`src/rtl/axis_uart_tx_arbiter_pkg.sv`:
```
// Shared types and helpers for the UART transmit stream arbiter and its pick logic.
package axis_uart_tx_arbiter_pkg;

  typedef enum logic [1:0] {
    IDLE = 2'd0,
    HDR  = 2'd1,
    DATA = 2'd2
  } state_t;

  localparam logic [7:0] DEFAULT_HEADER_BASE = 8'hF0;

  function automatic int clog2(input int value);
    int r;
    r = 0;
    while ((1 << r) < value) r++;
    return r;
  endfunction

endpackage

```
`src/rtl/axis_uart_tx_arbiter_rr_pick.sv`:
```
// Combinational round-robin pick: first requester after last_idx, wrapping, last_idx itself checked last.
module axis_uart_tx_arbiter_rr_pick #(
  parameter int NUM_CH = 4,
  parameter int IDX_W  = 2
) (
  input  logic [NUM_CH-1:0] req,
  input  logic [IDX_W-1:0]  last_idx,
  output logic [IDX_W-1:0]  next_idx,
  output logic              hit
);

  logic [IDX_W-1:0] cand;

  always_comb begin
    hit      = 1'b0;
    next_idx = last_idx;
    cand     = last_idx;
    for (int i = 0; i < NUM_CH; i++) begin
      cand = (cand == IDX_W'(NUM_CH - 1)) ? '0 : cand + IDX_W'(1);
      if (!hit && req[cand]) begin
        hit      = 1'b1;
        next_idx = cand;
      end
    end
  end

endmodule

```
`src/rtl/axis_uart_tx_arbiter.sv`:
```
// Packet-granular round-robin arbiter sharing one UART transmit stream among NUM_CH sources,
// with optional channel-ID header and a per-grant beat cap.
module axis_uart_tx_arbiter
  import axis_uart_tx_arbiter_pkg::*;
#(
  parameter int         NUM_CH      = 4,
  parameter int         DATA_WIDTH  = 9,
  parameter int         HEADER_EN   = 1,
  parameter logic [7:0] HEADER_BASE = DEFAULT_HEADER_BASE,
  parameter int         MAX_BURST   = 64
) (
  input  logic                         aclk,
  input  logic                         areset,
  input  logic [NUM_CH*DATA_WIDTH-1:0] s_axis_tdata,
  input  logic [NUM_CH-1:0]            s_axis_tvalid,
  input  logic [NUM_CH-1:0]            s_axis_tlast,
  output logic [NUM_CH-1:0]            s_axis_tready,
  output logic [DATA_WIDTH-1:0]        m_axis_tdata,
  output logic                         m_axis_tvalid,
  input  logic                         m_axis_tready,
  output logic [clog2(NUM_CH)-1:0]     grant_ch,
  output logic                         busy,
  output logic                         burst_cut
);

  localparam int IDX_W = clog2(NUM_CH);
  localparam int CNT_W = (MAX_BURST == 0) ? 1 : clog2(MAX_BURST + 1);
  localparam logic [IDX_W-1:0] LAST_CH = IDX_W'(NUM_CH - 1);

  // Handshake: a beat moves on any edge where valid && ready; valid never waits on ready,
  // and a presented word (m_axis_tvalid high) holds data stable until accepted.

  state_t                 state, state_nx;
  logic [IDX_W-1:0]       grant_nx, pick_idx;
  logic                   pick_hit;
  logic [CNT_W-1:0]       beat_cnt, beat_cnt_nx, beat_cnt_inc;
  logic                   out_free, load, xfer;
  logic                   src_valid, src_last;
  logic [DATA_WIDTH-1:0]  src_data, hdr_word, load_data;

  axis_uart_tx_arbiter_rr_pick #(
    .NUM_CH (NUM_CH),
    .IDX_W  (IDX_W)
  ) u_rr_pick (
    .req      (s_axis_tvalid),
    .last_idx (grant_ch),
    .next_idx (pick_idx),
    .hit      (pick_hit)
  );

  always_comb begin
    src_data = '0;
    for (int i = 0; i < NUM_CH; i++) begin
      if (grant_ch == IDX_W'(i)) src_data = s_axis_tdata[i*DATA_WIDTH +: DATA_WIDTH];
    end
  end

  assign src_valid    = s_axis_tvalid[grant_ch];
  assign src_last     = s_axis_tlast[grant_ch];
  assign out_free     = !m_axis_tvalid || m_axis_tready;
  assign xfer         = (state == DATA) && src_valid && out_free;
  assign beat_cnt_inc = beat_cnt + CNT_W'(1);
  assign hdr_word     = DATA_WIDTH'(HEADER_BASE) | DATA_WIDTH'(grant_ch);
  assign busy         = (state != IDLE);

  always_comb begin
    state_nx      = state;
    grant_nx      = grant_ch;
    beat_cnt_nx   = beat_cnt;
    load          = 1'b0;
    load_data     = src_data;
    s_axis_tready = '0;
    burst_cut     = 1'b0;
    case (state)
      IDLE: begin
        if (pick_hit) begin
          grant_nx = pick_idx;
          state_nx = (HEADER_EN != 0) ? HDR : DATA;
        end
      end
      HDR: begin
        if (out_free) begin
          load      = 1'b1;
          load_data = hdr_word;
          state_nx  = DATA;
        end
      end
      DATA: begin
        s_axis_tready[grant_ch] = out_free;
        if (xfer) begin
          load = 1'b1;
          // tlast wins over the cap when both land on the same beat
          if (src_last) begin
            state_nx    = IDLE;
            beat_cnt_nx = '0;
          end else if ((MAX_BURST != 0) && (beat_cnt_inc == CNT_W'(MAX_BURST))) begin
            burst_cut   = 1'b1;
            state_nx    = IDLE;
            beat_cnt_nx = '0;
          end else if (MAX_BURST != 0) begin
            beat_cnt_nx = beat_cnt_inc;
          end
        end
      end
      default: state_nx = IDLE;
    endcase
  end

  always_ff @(posedge aclk or posedge areset) begin
    if (areset) begin
      state         <= IDLE;
      grant_ch      <= LAST_CH;
      beat_cnt      <= '0;
      m_axis_tvalid <= 1'b0;
      m_axis_tdata  <= '0;
    end else begin
      state    <= state_nx;
      grant_ch <= grant_nx;
      beat_cnt <= beat_cnt_nx;
      if (out_free) begin
        m_axis_tvalid <= load;
        if (load) m_axis_tdata <= load_data;
      end
    end
  end

endmodule

```
`config.mk`:
```
export PLATFORM = sky130hd
export DESIGN_NAME = axis_uart_tx_arbiter
export DESIGN_NICKNAME = d
export VERILOG_FILES = /design/src/rtl/axis_uart_tx_arbiter_pkg.sv /design/src/rtl/axis_uart_tx_arbiter_rr_pick.sv /design/src/rtl/axis_uart_tx_arbiter.sv
export SDC_FILE = /design/constraint.sdc
export NUM_CORES = 1
export LEC_CHECK = 0
export BUFFER_PORTS_ARGS = -buffer_cell sky130_fd_sc_hd__clkbuf_2
export CAP_MARGIN = 25
export CORE_UTILIZATION = 27
export CTS_BUF_LIST = sky130_fd_sc_hd__clkbuf_8
export CTS_CLUSTER_DIAMETER = 200
export DETAILED_ROUTE_END_ITERATION = 8
export SETUP_SLACK_MARGIN = 0.4
export SLEW_MARGIN = 15
export SYNTH_ARGS = -nofsm -noshare
export SYNTH_HDL_FRONTEND = slang
export SYNTH_HIERARCHICAL = 1
export SYNTH_SLANG_ARGS = --single-unit
```
`constraint.sdc`:
```
create_clock -name aclk -period 4.6 [get_ports aclk]
set_clock_uncertainty 0.2 [all_clocks]
set_input_delay 0.46 -clock aclk [delete_from_list [all_inputs] [get_ports aclk]]
set_output_delay 0.46 -clock aclk [all_outputs]
set_load 0.01 [all_outputs]
```
# [Word level (Yosys, flattened, before mapping)]
# Index checks and enable logic that the tools add are counted.
[totals] inputBits=47 latchBits=0 out_inout_bits=18 mem_count=0 rom_bits=0 elab_cells=96 register_bits=21 mem_bits_rw=0
[op_classes] order_cmp=6 n_mul=0 add_sub_neg=5 n_reduce_logical=19 n_div=0 eq_ne=13 mux=47 bitwise=1 n_shift=0
[op_table] op="9-bit 2-to-1 mux" count=5
[op_table] op="2-bit 2-to-1 mux" count=13
[op_table] op="1-bit 2-to-1 mux" count=17
[op_table] op="2-bit by 3-bit less-than comparator with 1-bit output (second input constant)" count=5
[op_table] op="7-bit 2-to-1 mux" count=2
[op_table] op="1-bit binary-select mux with 2-bit select" count=6
[op_table] op="2-bit equality test (second input constant)" count=6
[op_table] op="2-bit by 1-bit adder with 2-bit output (second input constant)" count=4
[op_table] op="7-bit by 1-bit adder with 7-bit output (second input constant)" count=1
[op_table] op="7-bit equality test (second input constant)" count=1
[op_table] op="1-bit logical AND" count=6
[op_table] op="2-bit != test (second input constant)" count=3
[op_table] op="2-bit one-hot mux with 3 select lines" count=1
[op_table] op="4-bit AND" count=1
[op_table] op="2-bit by 1-bit equality test with 1-bit output (second input constant)" count=2
[op_table] op="1-bit zero test" count=4
[op_table] op="2-bit zero test" count=2
[op_table] op="4-bit 2-to-1 mux" count=1
[op_table] op="2-bit AND reduction" count=2
[op_table] op="4-bit AND reduction" count=1
[op_table] op="4-bit nonzero test" count=1
[op_table] op="3-bit by 2-bit != test with 1-bit output (second input constant)" count=1
[op_table] op="3-bit AND reduction" count=1
[op_table] op="1-bit demux with 2-bit select" count=1
[op_table] op="4 further kinds" count=4

# [Logic depth before layout (Yosys ltp)]
# Gate-level depths: netlist of run 1.
[logic_depth] word_depth=16 mapped_depth=8 depth_no_buf=7

# [Hierarchy]
# Netlist of run 1, hierarchy kept.
[by_module_without_submodules] module="axis_uart_tx_arbiter" area_per_inst_um2=1423.9 seq_area_each_um2=528.0 instances=1 cells_per_inst=147
[by_module_without_submodules] module="axis_uart_tx_arbiter_rr_pick" area_per_inst_um2=249.0 seq_area_each_um2=0.0 instances=1 cells_per_inst=34

# [Worst setup path after synthesis of run 1]
# No wires, ideal clock.
[synth_path] path_kind="register to register" from="register grant_ch[0]" to="register grant_ch[1]" path_stages_with_launch=8 path_buffers=1 setup_ns=0.082 path_slack_ns=1.986 t_arrival_ns=2.332 required_time_ns=4.318 synth_period_minus_slack_ns=2.614 path_cell_list="dfstp_2 -> ha_1 -> or2_1 -> buf_6 -> mux4_2 -> o22a_1 -> o32a_1 -> mux2_2"
[synth_via] elab_cells_between_ends=36 classes_between="add/sub (4); eq/ne (4); mux (20); reduce/logical (8)"
[synth_rtl] element="start, declared" line_no="axis_uart_tx_arbiter.sv:21" source="output logic [clog2(NUM_CH)-1:0] grant_ch,"
[synth_rtl] element="start signal, assigned" line_no="axis_uart_tx_arbiter.sv:118" source="grant_ch <= grant_nx;"
[synth_rtl] element="2-bit by 1-bit adder with 2-bit output / 2-bit equality test (equally long branches)" line_no="axis_uart_tx_arbiter_rr_pick.sv:19" source="cand = (cand == IDX_W'(NUM_CH - 1)) ? '0 : cand + IDX_W'(1);"
[synth_rtl] element="2-bit 2-to-1 mux (*)" line_no="axis_uart_tx_arbiter_rr_pick.sv:19"
[synth_rtl] element="branches (longest 11 deep; another with 2-bit by 1-bit adder with 2-bit output)"
[synth_rtl] element="2-bit 2-to-1 mux (*)" line_no="axis_uart_tx_arbiter_rr_pick.sv:20" source="if (!hit && req[cand]) begin"
[synth_rtl] element="via pick_idx[1]" line_no="axis_uart_tx_arbiter.sv:34" source="logic [IDX_W-1:0] grant_nx, pick_idx;"
# Mark *: on every way through the listed nets, which the timed path passes. The select of a mux whose other input is x is not followed.
# A chain may end at the register's enable or synchronous reset.

# [Final worst setup path of run 1]
[layout_path] from="register grant_ch[0]" to="output port burst_cut"
[layout_via] elab_chain_cells=6 elab_cells_between_ends=9 classes_between="mux (7); reduce/logical (2)"
[layout_lines] element="1-bit binary-select mux with 2-bit select" line_no="axis_uart_tx_arbiter.sv:58" source="assign src_valid = s_axis_tvalid[grant_ch];"
[layout_lines] element="1-bit 2-to-1 mux (implied by the code)" line_no="axis_uart_tx_arbiter.sv:58"
[layout_lines] element="1-bit logical AND (2 in a row)" line_no="axis_uart_tx_arbiter.sv:61" source="assign xfer = (state == DATA) && src_valid && out_free;"
[layout_lines] element="1-bit 2-to-1 mux (*)" line_no="axis_uart_tx_arbiter.sv:90" source="if (xfer) begin"
[layout_lines] element="1-bit 2-to-1 mux (*)" line_no="axis_uart_tx_arbiter.sv:74" source="case (state)"
[layout_lines] element="end, declared" line_no="axis_uart_tx_arbiter.sv:23" source="output logic burst_cut"
# Every way passes the cells marked *; elsewhere a longest branch is shown, timed or not. The select of a mux whose other input is x is not followed.

==> metrics.log, run 1 <==
INFO  metric final_hold_viol_count = 0
INFO  metric relSlewSlack = 45.01%
INFO  metric cpMaxStageDelayCell = sky130_fd_sc_hd__dfstp_2
INFO  metric period_minus_slack = 3206 ps
INFO  metric initial_core_util = 28.09%
INFO  metric grt_start_max_net_pins = 29
INFO  metric timing.critical_path.buf_inv = 1
INFO  metric part_of_the_yosys_area_used_for_sequential_elements = 31.56%
INFO  metric fp.dieW = 80.72 microns
INFO  metric synth_xor_area_share = 0%
INFO  metric cts-resized-gates = 0
INFO  metric fin_total_pwr = 1205 uW
INFO  metric holdCritPathClass = in -> async
INFO  metric setup_repair_after_global_routing_missed_its_margin = false
INFO  metric postCtsHoldBufs = 0
INFO  metric reg2reg_setup_slack = 1490 ps
INFO  metric cts-buffers-inserted = 3
INFO  metric diodes = 0
INFO  metric grt_pass1_wl = 6.969 mm
INFO  metric synth.ff_latch_count = 21
INFO  metric cp-end-kind = primary output
INFO  metric route.vias.total = 1530
INFO  metric drtPass1Iterations = 4
INFO  metric synthAdderAreaFrac = 4.488%
INFO  metric synthArstFlopShare = 100.0%
INFO  metric globalRouteTotalUtil = 13.81%
INFO  metric worst_path_largest_cell_delay = 950 ps
INFO  metric timing.final.crit_share = 69.69%
INFO  metric root_buffer = sky130_fd_sc_hd__clkbuf_8
INFO  metric post_synth_num_cell_types = 43
INFO  metric worst-setup-path-type = reg -> out
INFO  metric synth-simple-area-share = 21.77%
INFO  metric cts-htree-levels = 1
INFO  metric synth_fp_nets = 234
INFO  metric post_synth_mux_area_share = 19.15%
INFO  metric layout_cell_share_with_drive_strength_beyond_1 = 35.42%
INFO  metric rows = 28
INFO  metric area_growth_syn_to_layout = 23.78%
INFO  metric achievable-frequency = 311.9 MHz
INFO  metric cts.clk_slew.worst_paths = 80 ps
INFO  metric synth_top_cell_area_share = 28.42%
INFO  metric r2r-end = grant_ch[1]$_DFFE_PP1P_
INFO  metric place.gp.congestion = 0.8182
INFO  metric worst_slew_pin_tran = 824.0 ps
INFO  metric post-synth-top-area-cell = sky130_fd_sc_hd__dfrtp_1
INFO  metric syn-instance-count = 181
INFO  metric fp.dieH = 80.72 microns
INFO  metric synth_warnings = 6
INFO  metric synth-edff-count = 0
INFO  metric total_leakage_power = 0.0009719 uW
INFO  metric final_net_count = 294
INFO  metric clockBufferDepth = 2
INFO  metric detail_route.drc_violations = 0
INFO  metric synth_compound_area_share = 17.80%
INFO  metric design.core.area = 5956 sq um
INFO  metric fin_util = 34.77%
INFO  metric main_combinational_cell_family_by_area_after_synthesis = simple AND/OR/NAND/NOR gates
INFO  metric syn-cell-area = 1673 sq um
INFO  metric grt_overflow_total = 0
INFO  metric synthFlopType = sky130_fd_sc_hd__dfrtp_1
INFO  metric detail_route.vias_per_cell = 4.857
INFO  metric result_of_the_run = completed
INFO  metric drt_first_iter_violations = 85
INFO  metric number_of_global_route_vias_before_repair = 1529
INFO  metric die-area = 6515 sq um
INFO  metric rr_worst_depth = 6
INFO  metric critPathLaunchType = register
INFO  metric number_of_clock_sinks_seen_by_cts = 21
INFO  metric reg2reg_from = grant_ch[0]$_DFFE_PP1P_
INFO  metric worst_path_dominant_cell_family = flip-flops
INFO  metric avgRoutedWirePerCell = 13.07 microns
INFO  metric grt_antenna_before_repair = 0
INFO  metric drtAntennaViolNets = 0
INFO  metric worst_path_cell_trace = mux4_2 -> nand3_1 -> or2_1 -> nor2_1 -> clkbuf_2
INFO  metric clock_insertion_delay_worst_skew = 250 ps
INFO  metric finalSetupViolations = 0
INFO  metric final_cell_count_no_fill = 315
INFO  metric io_buffers = 64
INFO  metric power.ir.vdd_worst = 0.1824 mV
INFO  metric dp.final_hpwl = 3.204 mm
INFO  metric routed_wirelength = 4.117 mm
INFO  metric timing.critical_path.arrival = 2550 ps
INFO  metric top_level_ports = 65
INFO  metric tns = 0 ps
INFO  metric max_slew_vio_count = 0
INFO  metric post_cts.repair.setup_buffers = 0
INFO  metric synth_top_cells_by_area = sky130_fd_sc_hd__dfrtp_1 28%, sky130_fd_sc_hd__mux4_2 13%, sky130_fd_sc_hd__nor2_1 5.2%
INFO  metric avgSynthCellArea = 9.242 sq um
INFO  metric placed_cells_incl_taps = 311
INFO  metric worst-path-max-fanout = 28
INFO  metric cp.required = 3940 ps
INFO  metric count_of_maximum_capacitance_violations = 0
INFO  metric tritoncts = done
INFO  metric power_density = 582.1 nW/um^2
## flip-flops by register name, indices dropped and copies added (netlist names)
register       cells
state              2
m_axis_tdata       9
m_axis_tvalid      1
grant_ch           2
beat_cnt           7
## stage by stage
stage | setup slack, ps | hold slack (ps) | area, sq um
finish | 1394 | 138.8 | 2071
global route | 1173 | 240.6 | 2071
CTS | 1341 | 172.8 | 2071
detailed placement | 1472 | 275.4 | 2026
global placement | 1517 | 270.7 | 2026
floorplan | 1986 | 235.0 | 1673
## per-layer routing
| layer | routed length, microns | track usage, % | share of wire, % | up-vias |
|---|---|---|---|---|
| li1 | - | - | - | 785 |
| met1 | 1764 | 16.98 | 43 | 721 |
| met2 | 2178 | 24.75 | 53 | 22 |
| met3 | 132 | 1.250 | 3.2 | 2 |
| met4 | 41 | 5.357 | 1.0 | 0 |
| met5 | 0 | 0 | 0 | - |
## layout make-up
type	count	area, sq um
Clock inverter	1	3.754
Inverter	7	26.28
Clock buffer	3	41.29
Sequential cell	21	528.0
Tap cell	75	93.84
Timing Repair Buffer	64	320.3
Multi-Input combinational cell	144	1057
Fill cell	621	3885
## where the power goes
| group | internal (uW) | switching [uW] | total, uW |
|---|---|---|---|
| Combinational | 347 | 365 | 711 |
| Clock | 59.4 | 58.4 | 118 |
| Sequential | 264 | 112 | 376 |
| Total | 670 | 536 | 1210 |
## cell usage after synthesis, drive strengths merged, types with 5 or more instances
cell type and count:
buf 5, dfrtp 19, ha 6, inv 7
mux2i 5, mux4 10, nand2 20, nand2b 8
nand3 8, nor2 23, o21ai 18, o31ai 5
## cells in the final DEF (no fill, tap or decap), types with 2 or more instances in the layout
cell	instances
sky130_fd_sc_hd__nor2_1	23
sky130_fd_sc_hd__clkbuf_2	64
sky130_fd_sc_hd__ha_1	6
sky130_fd_sc_hd__mux4_2	10
sky130_fd_sc_hd__o21ai_0	3
sky130_fd_sc_hd__mux2_2	2
sky130_fd_sc_hd__a21oi_1	4
sky130_fd_sc_hd__nor2b_1	2
sky130_fd_sc_hd__and3_1	2
sky130_fd_sc_hd__mux2_1	2
sky130_fd_sc_hd__nor3b_1	3
sky130_fd_sc_hd__a2111oi_0	2
sky130_fd_sc_hd__nand2b_1	8
sky130_fd_sc_hd__mux2i_1	5
sky130_fd_sc_hd__dfrtp_1	19
sky130_fd_sc_hd__o22ai_1	2
sky130_fd_sc_hd__inv_1	8
sky130_fd_sc_hd__o21ai_1	15
sky130_fd_sc_hd__nand2_1	20
sky130_fd_sc_hd__a31oi_1	2
sky130_fd_sc_hd__clkbuf_8	3
sky130_fd_sc_hd__nor3_1	3
sky130_fd_sc_hd__or2_1	2
sky130_fd_sc_hd__nand3_1	8
sky130_fd_sc_hd__o31ai_1	5
sky130_fd_sc_hd__dfstp_2	2
## cell families (layout without fill, tap and decap cells)
kind of cell | after synthesis | in the layout
AO/OA/AOI/OAI | 43 | 43
multiplexers | 19 | 19
flip-flops | 21 | 21
AND/OR/NAND/NOR | 76 | 76
adder cells (fa/ha/maj) | 6 | 6
buffers and inverters | 16 | 75
## worst max-delay path by stage
stage,start,cells after the start,to
floorplan,grant_ch[0]$_DFFE_PP1P_,7,grant_ch[1]$_DFFE_PP1P_
global placement,grant_ch[0]$_DFFE_PP1P_,6,grant_ch[1]$_DFFE_PP1P_
detailed placement,grant_ch[0]$_DFFE_PP1P_,6,grant_ch[1]$_DFFE_PP1P_
CTS,grant_ch[0]$_DFFE_PP1P_,5,burst_cut
global route,grant_ch[0]$_DFFE_PP1P_,5,burst_cut
finish,grant_ch[0]$_DFFE_PP1P_,5,burst_cut
Note: power is estimated with default switching activity, not from simulation.
==> run 2: changes to the inputs <==
- clock period: 4.6 -> 2.8 ns (I/O delays scaled with it)
==> run 2 against run 1 <==
  * Die area unchanged
  * Via count up 4.8%
  * Core utilization up 3.2 points
  * Combinational power up 120%
  * Total power up 89%
  * Register-to-register slack worse by 1100 ps
  * Flip-flop and latch count is the same
  * Critical path depth rose by 1
  * Global-route usage up 1.3 points
  * Non-clock buffer count increased by 14
==> metrics.log, run 2 (same netlist as run 1, synthesis figures left out) <==
INFO  metric diodes = 0
INFO  metric period_minus_slack = 2436 ps
INFO  metric final_cell_count_no_fill = 329
INFO  metric die-area = 6515 sq um
INFO  metric timing.critical_path.arrival = 1960 ps
INFO  metric result_of_the_run = completed
INFO  metric fillers = 635
INFO  metric met3WireLength = 151 microns
INFO  metric layout_cell_share_with_drive_strength_beyond_1 = 41.34%
INFO  metric power_density = 1008 nW/um^2
INFO  metric tns = 0 ps
INFO  metric cts.clk_slew.worst_paths = 90 ps
INFO  metric total_leakage_power = 0.001061 uW
INFO  metric mostFrequentLayoutCells = 64 x sky130_fd_sc_hd__clkbuf_2, 22 x sky130_fd_sc_hd__nor2_1, 20 x sky130_fd_sc_hd__nand2_1, 18 x sky130_fd_sc_hd__dfrtp_1, 15 x sky130_fd_sc_hd__o21ai_1
INFO  metric grt_overflow_total = 0
INFO  metric final_hold_viol_count = 0
INFO  metric number_of_clock_sinks_seen_by_cts = 21
INFO  metric cp_num_cells = 6
INFO  metric fp.dieW = 80.72 microns
INFO  metric initial_core_util = 28.09%
INFO  metric detail_route.vias_per_cell = 4.875
INFO  metric wl_met2 = 2.226 mm
INFO  metric detail_route.drc_violations = 0
INFO  metric seq_power_share = 22.7%
INFO  metric finalSetupViolations = 0
INFO  metric rows = 28
INFO  metric power_frac_clock = 9.3%
INFO  metric setup_repair_after_global_routing_missed_its_margin = true
INFO  metric design.core.area = 5956 sq um
INFO  metric top_level_ports = 65
INFO  metric critical_path.startpoint = grant_ch[0]$_DFFE_PP1P_
INFO  metric cpMaxStageDelayCell = sky130_fd_sc_hd__dfstp_2
INFO  metric layout.cells.most_common = sky130_fd_sc_hd__clkbuf_2
INFO  metric route.layer.met1.wl = 1.953 mm
INFO  metric timing.critical_path.buf_inv = 2
INFO  metric intPower = 1333 uW
INFO  metric avgRoutedWirePerCell = 13.43 microns
INFO  metric largest_register_ff_count = 9
INFO  metric critPathLaunchType = register
INFO  metric rr_worst_depth = 6
INFO  metric globalRouteTotalUtil = 15.13%
INFO  metric worst_path_largest_cell_delay = 650 ps
INFO  metric cp.required = 2320 ps
INFO  metric switching_share = 41.58%
INFO  metric relSlewSlack = 44.22%
INFO  metric pwr-share-comb = 68.0%
INFO  metric tritoncts = done
INFO  metric min_delay_path_depth = 4
INFO  metric placed_cells_incl_taps = 314
INFO  metric number_of_global_route_vias_before_repair = 1616
INFO  metric io_buffers = 64
INFO  metric drtAntennaViolNets = 0
INFO  metric power.net_switching = 948.5 uW
INFO  metric worstHoldStart = s_axis_tdata[28]
INFO  metric grt_start_max_net_pins = 22
INFO  metric cp-end-kind = primary output
INFO  metric setup_slack_at_placement = 261.8 ps
INFO  metric drtPass1Iterations = 4
INFO  metric count_of_maximum_capacitance_violations = 0
INFO  metric worst_slew_pin_tran = 835.8 ps
INFO  metric grt_pass1_wl = 7.590 mm
INFO  metric fp.dieH = 80.72 microns
INFO  metric drt_first_iter_violations = 82
INFO  metric place.gp.congestion = 0.8459
INFO  metric timing.final.crit_share = 87.02%
INFO  metric route.vias.total = 1604
INFO  metric worst_path_cell_trace = buf_12 -> mux4_2 -> nand3_2 -> or2_4 -> nor2_2 -> clkbuf_2
INFO  metric routed_wirelength = 4.418 mm
INFO  metric worst_path_dominant_cell_family = flip-flops
INFO  metric holdCritPathClass = in -> reg
INFO  metric root_buffer = sky130_fd_sc_hd__clkbuf_8
INFO  metric clockBufferDepth = 2
INFO  metric biggestRegsByFlops = m_axis_tdata x9, beat_cnt x7
INFO  metric worst-setup-path-type = reg -> out
INFO  metric final_net_count = 308
INFO  metric cts-htree-levels = 1
INFO  metric area_growth_syn_to_layout = 35.23%
INFO  metric power.ir.vdd_worst = 0.3427 mV
INFO  metric fin_util = 37.98%
INFO  metric timing.final.ws_setup = 363.5 ps
INFO  metric grt_antenna_before_repair = 0
INFO  metric topRoutingLayerUsed = met4
INFO  metric reg2reg_from = grant_ch[0]$_DFFE_PP1P_
INFO  metric cts-buffers-inserted = 3
INFO  metric worst-path-max-fanout = 6
INFO  metric clock_insertion_delay_worst_skew = 270 ps
INFO  metric max_slew_vio_count = 0
INFO  metric achievable-frequency = 410.4 MHz
INFO  metric largest-register = m_axis_tdata
INFO  metric dp.final_hpwl = 3.251 mm
==> run 2: changes by cell type in the layout (fill, tap and decap cells not counted), moves of 2 or more <==
cell	change
sky130_fd_sc_hd__buf_12	+2
sky130_fd_sc_hd__or2_1	-2
sky130_fd_sc_hd__or2_4	+2
sky130_fd_sc_hd__buf_4	+9
==> run 2: power by group through the flow <==
stage | clock [uW] | sequential [uW] | combinational [uW]
finish | 211 | 518 | 1550
floorplan | 0 | 561 | 985
global placement | 0 | 517 | 1310
CTS | 218 | 521 | 1550
global route | 234 | 536 | 1720
detailed placement | 0 | 522 | 1340
==> run 2: path summary, 6_finish.rpt <==
check | slack, ps | to
setup / recovery | 360 | burst_cut
hold / removal | 190 | m_axis_tdata[1]$_DFFE_PP0P_
setup reg to reg | 370 | grant_ch[1]$_DFFE_PP1P_
hold reg to reg | 290 | m_axis_tdata[2]$_DFFE_PP0P_
max in group asynchronous | 1330 | beat_cnt[3]$_DFFE_PP0P_
min in group asynchronous | 500 | m_axis_tdata[3]$_DFFE_PP0P_
==> run 2: cell type report <==
cell class                      count  area (sq um)  area share, %
Clock buffer                        3         41.29          1.825
Clock inverter                      1         7.507         0.3319
Inverter                            7         26.28          1.162
Multi-Input combinational cell    144          1082          47.84
Sequential cell                    21         529.3          23.40
Tap cell                           75         93.84          4.148
Timing Repair Buffer               78         481.7          21.29
==> run 2: routing by layer <==
metal  up-vias  global-route usage (%)
li1        815                       -
met1       753                   18.29
met3         8                   2.273
met5         -                       0
met4         0                   6.429
met2        28                   26.53
==> run 2: worst reg2reg max path: stages (launching register included) <==
cell                      delay [ps]
sky130_fd_sc_hd__dfstp_2         650
sky130_fd_sc_hd__ha_4            160
sky130_fd_sc_hd__or2_4           120
sky130_fd_sc_hd__mux4_2          480
sky130_fd_sc_hd__o22a_1          200
sky130_fd_sc_hd__o32a_1          290
sky130_fd_sc_hd__mux2_2          260
==> run 2: timing repair <==
action / in CTS / in global routing
setup endpoints to repair: 9 / 4
hold buffers: 1 / 0
cloned: 1 / 0
pin swaps: 5 / 0
hold endpoints to repair: 13 / 0
buffers inserted: 7 / 2
resized for setup: 7 / 2
==> run 2: per-stage QoR <==
step	power (uW)	cell area (sq um)	hold slack, ps
after floorplan	1545	1685	55.05
after global placement	1832	2061	270.5
final	2281	2262	190.3
after global routing	2486	2262	234.2
after CTS	2284	2241	194.8
after detailed placement	1861	2061	275.2
==> run 3: changes to the inputs <==
--- a/constraint.sdc
+++ b/constraint.sdc
@@ -3,3 +3,3 @@
 set_input_delay 0.28 -clock aclk [delete_from_list [all_inputs] [get_ports aclk]]
 set_output_delay 0.28 -clock aclk [all_outputs]
-set_load 0.01 [all_outputs]
+set_load 0.02 [all_outputs]
==> run 3 against run 2 <==
  * Sequential power about the same
  * Sequential share of layout area fell by 0.21 points
  * Register-to-register slack gained 20 ps
  * Global-route usage down 1.3 points
  * Count of clock-buffer cells in the layout stayed put
  * Via count up 0.62%
  * Final area increased by 0.66%
  * Flip-flop and latch count did not move
  * Die area unchanged
  * Clock power about the same
  * Routed wire length down 4.3%
  * Non-clock buffer count did not move
==> metrics.log, run 3 (same netlist as run 1, synthesis figures left out) <==
INFO  metric worst_path_largest_cell_delay = 640 ps
INFO  metric clockBufferDepth = 2
INFO  metric layout.cells.most_common = sky130_fd_sc_hd__clkbuf_2
INFO  metric diodes = 0
INFO  metric holdCritPathClass = in -> reg
INFO  metric timing.critical_path.arrival = 2410 ps
INFO  metric cpMaxStageDelayCell = sky130_fd_sc_hd__dfstp_2
INFO  metric final-seq-area = 528.0 sq um
INFO  metric fin_util = 38.24%
INFO  metric cp-end-kind = register
INFO  metric biggestRegsByFlops = m_axis_tdata x9, beat_cnt x7
INFO  metric period_minus_slack = 2412 ps
INFO  metric initial_core_util = 28.09%
INFO  metric worst-path-max-fanout = 6
INFO  metric io_buffers = 64
INFO  metric worst_path_cell_trace = ha_4 -> or2_4 -> mux4_2 -> o22a_1 -> o32a_1 -> mux2_2
INFO  metric dp.final_hpwl = 3.163 mm
INFO  metric multi_input_comb_area = 1092 sq um
INFO  metric setup_repair_after_global_routing_missed_its_margin = true
INFO  metric globalRouteTotalUtil = 13.83%
INFO  metric seq_power_share = 22.1%
INFO  metric placed_cells_incl_taps = 314
INFO  metric cts-buffers-inserted = 3
INFO  metric count_of_maximum_capacitance_violations = 0
INFO  metric power_frac_clock = 9.0%
INFO  metric design.core.area = 5956 sq um
INFO  metric final_cell_count_no_fill = 329
INFO  metric switching_share = 43.50%
INFO  metric cts.clk_slew.worst_paths = 90 ps
INFO  metric finalHoldWorstSlack = 196.8 ps
INFO  metric largest-register = m_axis_tdata
INFO  metric avgRoutedWirePerCell = 12.85 microns
INFO  metric cts-htree-levels = 1
INFO  metric grt_start_max_net_pins = 22
INFO  metric mostFrequentLayoutCells = 63 x sky130_fd_sc_hd__clkbuf_2, 22 x sky130_fd_sc_hd__nor2_1, 20 x sky130_fd_sc_hd__nand2_1, 19 x sky130_fd_sc_hd__dfrtp_1, 15 x sky130_fd_sc_hd__o21ai_1
INFO  metric number_of_clock_sinks_seen_by_cts = 21
INFO  metric power.ir.vdd_worst = 0.3594 mV
INFO  metric pwr-share-comb = 69.0%
INFO  metric largest_register_ff_count = 9
INFO  metric root_buffer = sky130_fd_sc_hd__clkbuf_8
INFO  metric final_net_count = 308
INFO  metric die-area = 6515 sq um
INFO  metric achievable-frequency = 414.5 MHz
INFO  metric setup_slack_at_placement = 257.2 ps
INFO  metric place.gp.congestion = 0.8115
INFO  metric grt_overflow_total = 0
INFO  metric timing.critical_path.buf_inv = 0
INFO  metric worst_slew_pin_tran = 846.7 ps
INFO  metric fp.dieH = 80.72 microns
INFO  metric result_of_the_run = completed
INFO  metric worst_path_dominant_cell_family = multiplexers
INFO  metric timing.final.crit_share = 86.16%
INFO  metric number_of_global_route_vias_before_repair = 1551
INFO  metric route.vias.total = 1614
INFO  metric detail_route.drc_violations = 0
INFO  metric top_level_ports = 65
INFO  metric power.net_switching = 1019 uW
INFO  metric max_slew_vio_count = 0
INFO  metric area_growth_syn_to_layout = 36.13%
INFO  metric layout_cell_share_with_drive_strength_beyond_1 = 41.34%
INFO  metric finalSetupViolations = 0
INFO  metric tritoncts = done
INFO  metric drtAntennaViolNets = 0
INFO  metric final_hold_viol_count = 0
INFO  metric drtPass1Iterations = 4
INFO  metric clock_insertion_delay_worst_skew = 260 ps
INFO  metric total_leakage_power = 0.001063 uW
INFO  metric fillers = 650
INFO  metric routed_wirelength = 4.228 mm
INFO  metric power_density = 1028 nW/um^2
INFO  metric tns = 0 ps
INFO  metric timing.final.ws_setup = 387.6 ps
INFO  metric worst-setup-path-type = reg -> reg
INFO  metric critPathLaunchType = register
INFO  metric fp.dieW = 80.72 microns
INFO  metric detail_route.vias_per_cell = 4.906
INFO  metric rows = 28
INFO  metric intPower = 1323 uW
INFO  metric drt_first_iter_violations = 80
INFO  metric cp.required = 2800 ps
INFO  metric grt_antenna_before_repair = 0
INFO  metric grt_pass1_wl = 7.003 mm
INFO  metric relSlewSlack = 43.49%
run 3: timing repair:
action                                  4_1_cts  5_1_grt
hold buffers                                  1        0
hold endpoints to repair                     19        0
cloned                                        1        0
pin swaps                                     5        2
endpoints found under the setup margin       10        4
setup buffers                                 8        1
gates resized for setup                      11        1
run 3: tightest hold or removal path, cell delays in order:
cell and delay, ps:
sky130_fd_sc_hd__clkbuf_2 80, sky130_fd_sc_hd__a211o_1 110, sky130_fd_sc_hd__a21oi_1 60, sky130_fd_sc_hd__o21ai_1 100
run 3: power by group through the flow:
stage / Sequential (uW) / Combinational [uW] / Clock, uW
detailed placement: 520 / 1420 / 0
CTS: 520 / 1630 / 220
global route: 536 / 1760 / 227
finish: 517 / 1610 / 210
global placement: 517 / 1390 / 0
floorplan: 623 / 998 / 0
run 3: worst paths after layout:
path / from / end / slack, ps / cells after the start
max: grant_ch[0]$_DFFE_PP1P_ / grant_ch[1]$_DFFE_PP1P_ / 390 / 6
min: s_axis_tdata[28] / m_axis_tdata[1]$_DFFE_PP0P_ / 200 / 4
max reg2reg: grant_ch[0]$_DFFE_PP1P_ / grant_ch[1]$_DFFE_PP1P_ / 390 / 6
min reg2reg: m_axis_tdata[6]$_DFFE_PP0P_ / m_axis_tdata[6]$_DFFE_PP0P_ / 290 / 2
max in group asynchronous: areset / beat_cnt[1]$_DFFE_PP0P_ / 1370 / 3
min in group asynchronous: areset / m_axis_tdata[8]$_DFFE_PP0P_ / 510 / 3
run 3: stage by stage:
stage | total power, uW | area [sq um]
2_1_floorplan | 1621 | 1685
3_3_place_gp | 1911 | 2061
3_5_place_dp | 1936 | 2061
4_1_cts | 2365 | 2268
5_1_grt | 2524 | 2277
6_report | 2342 | 2277
run 3: area by class of cell:
class | instances | area share (%)
clock buffer | 3 | 1.813
clock inverter | 1 | 0.3297
multi-input combinational | 144 | 47.97
sequential | 21 | 23.19
timing repair buffer | 78 | 21.43
inverter | 7 | 1.154
tap | 75 | 4.121
run 3: routing by layer:
metal	vias up	GRT usage (%)	wire (microns)
met2	29	25.17	2201
met5	-	0	0
met4	0	5.000	61
met3	4	1.477	125
li1	815	-	-
met1	766	16.69	1839
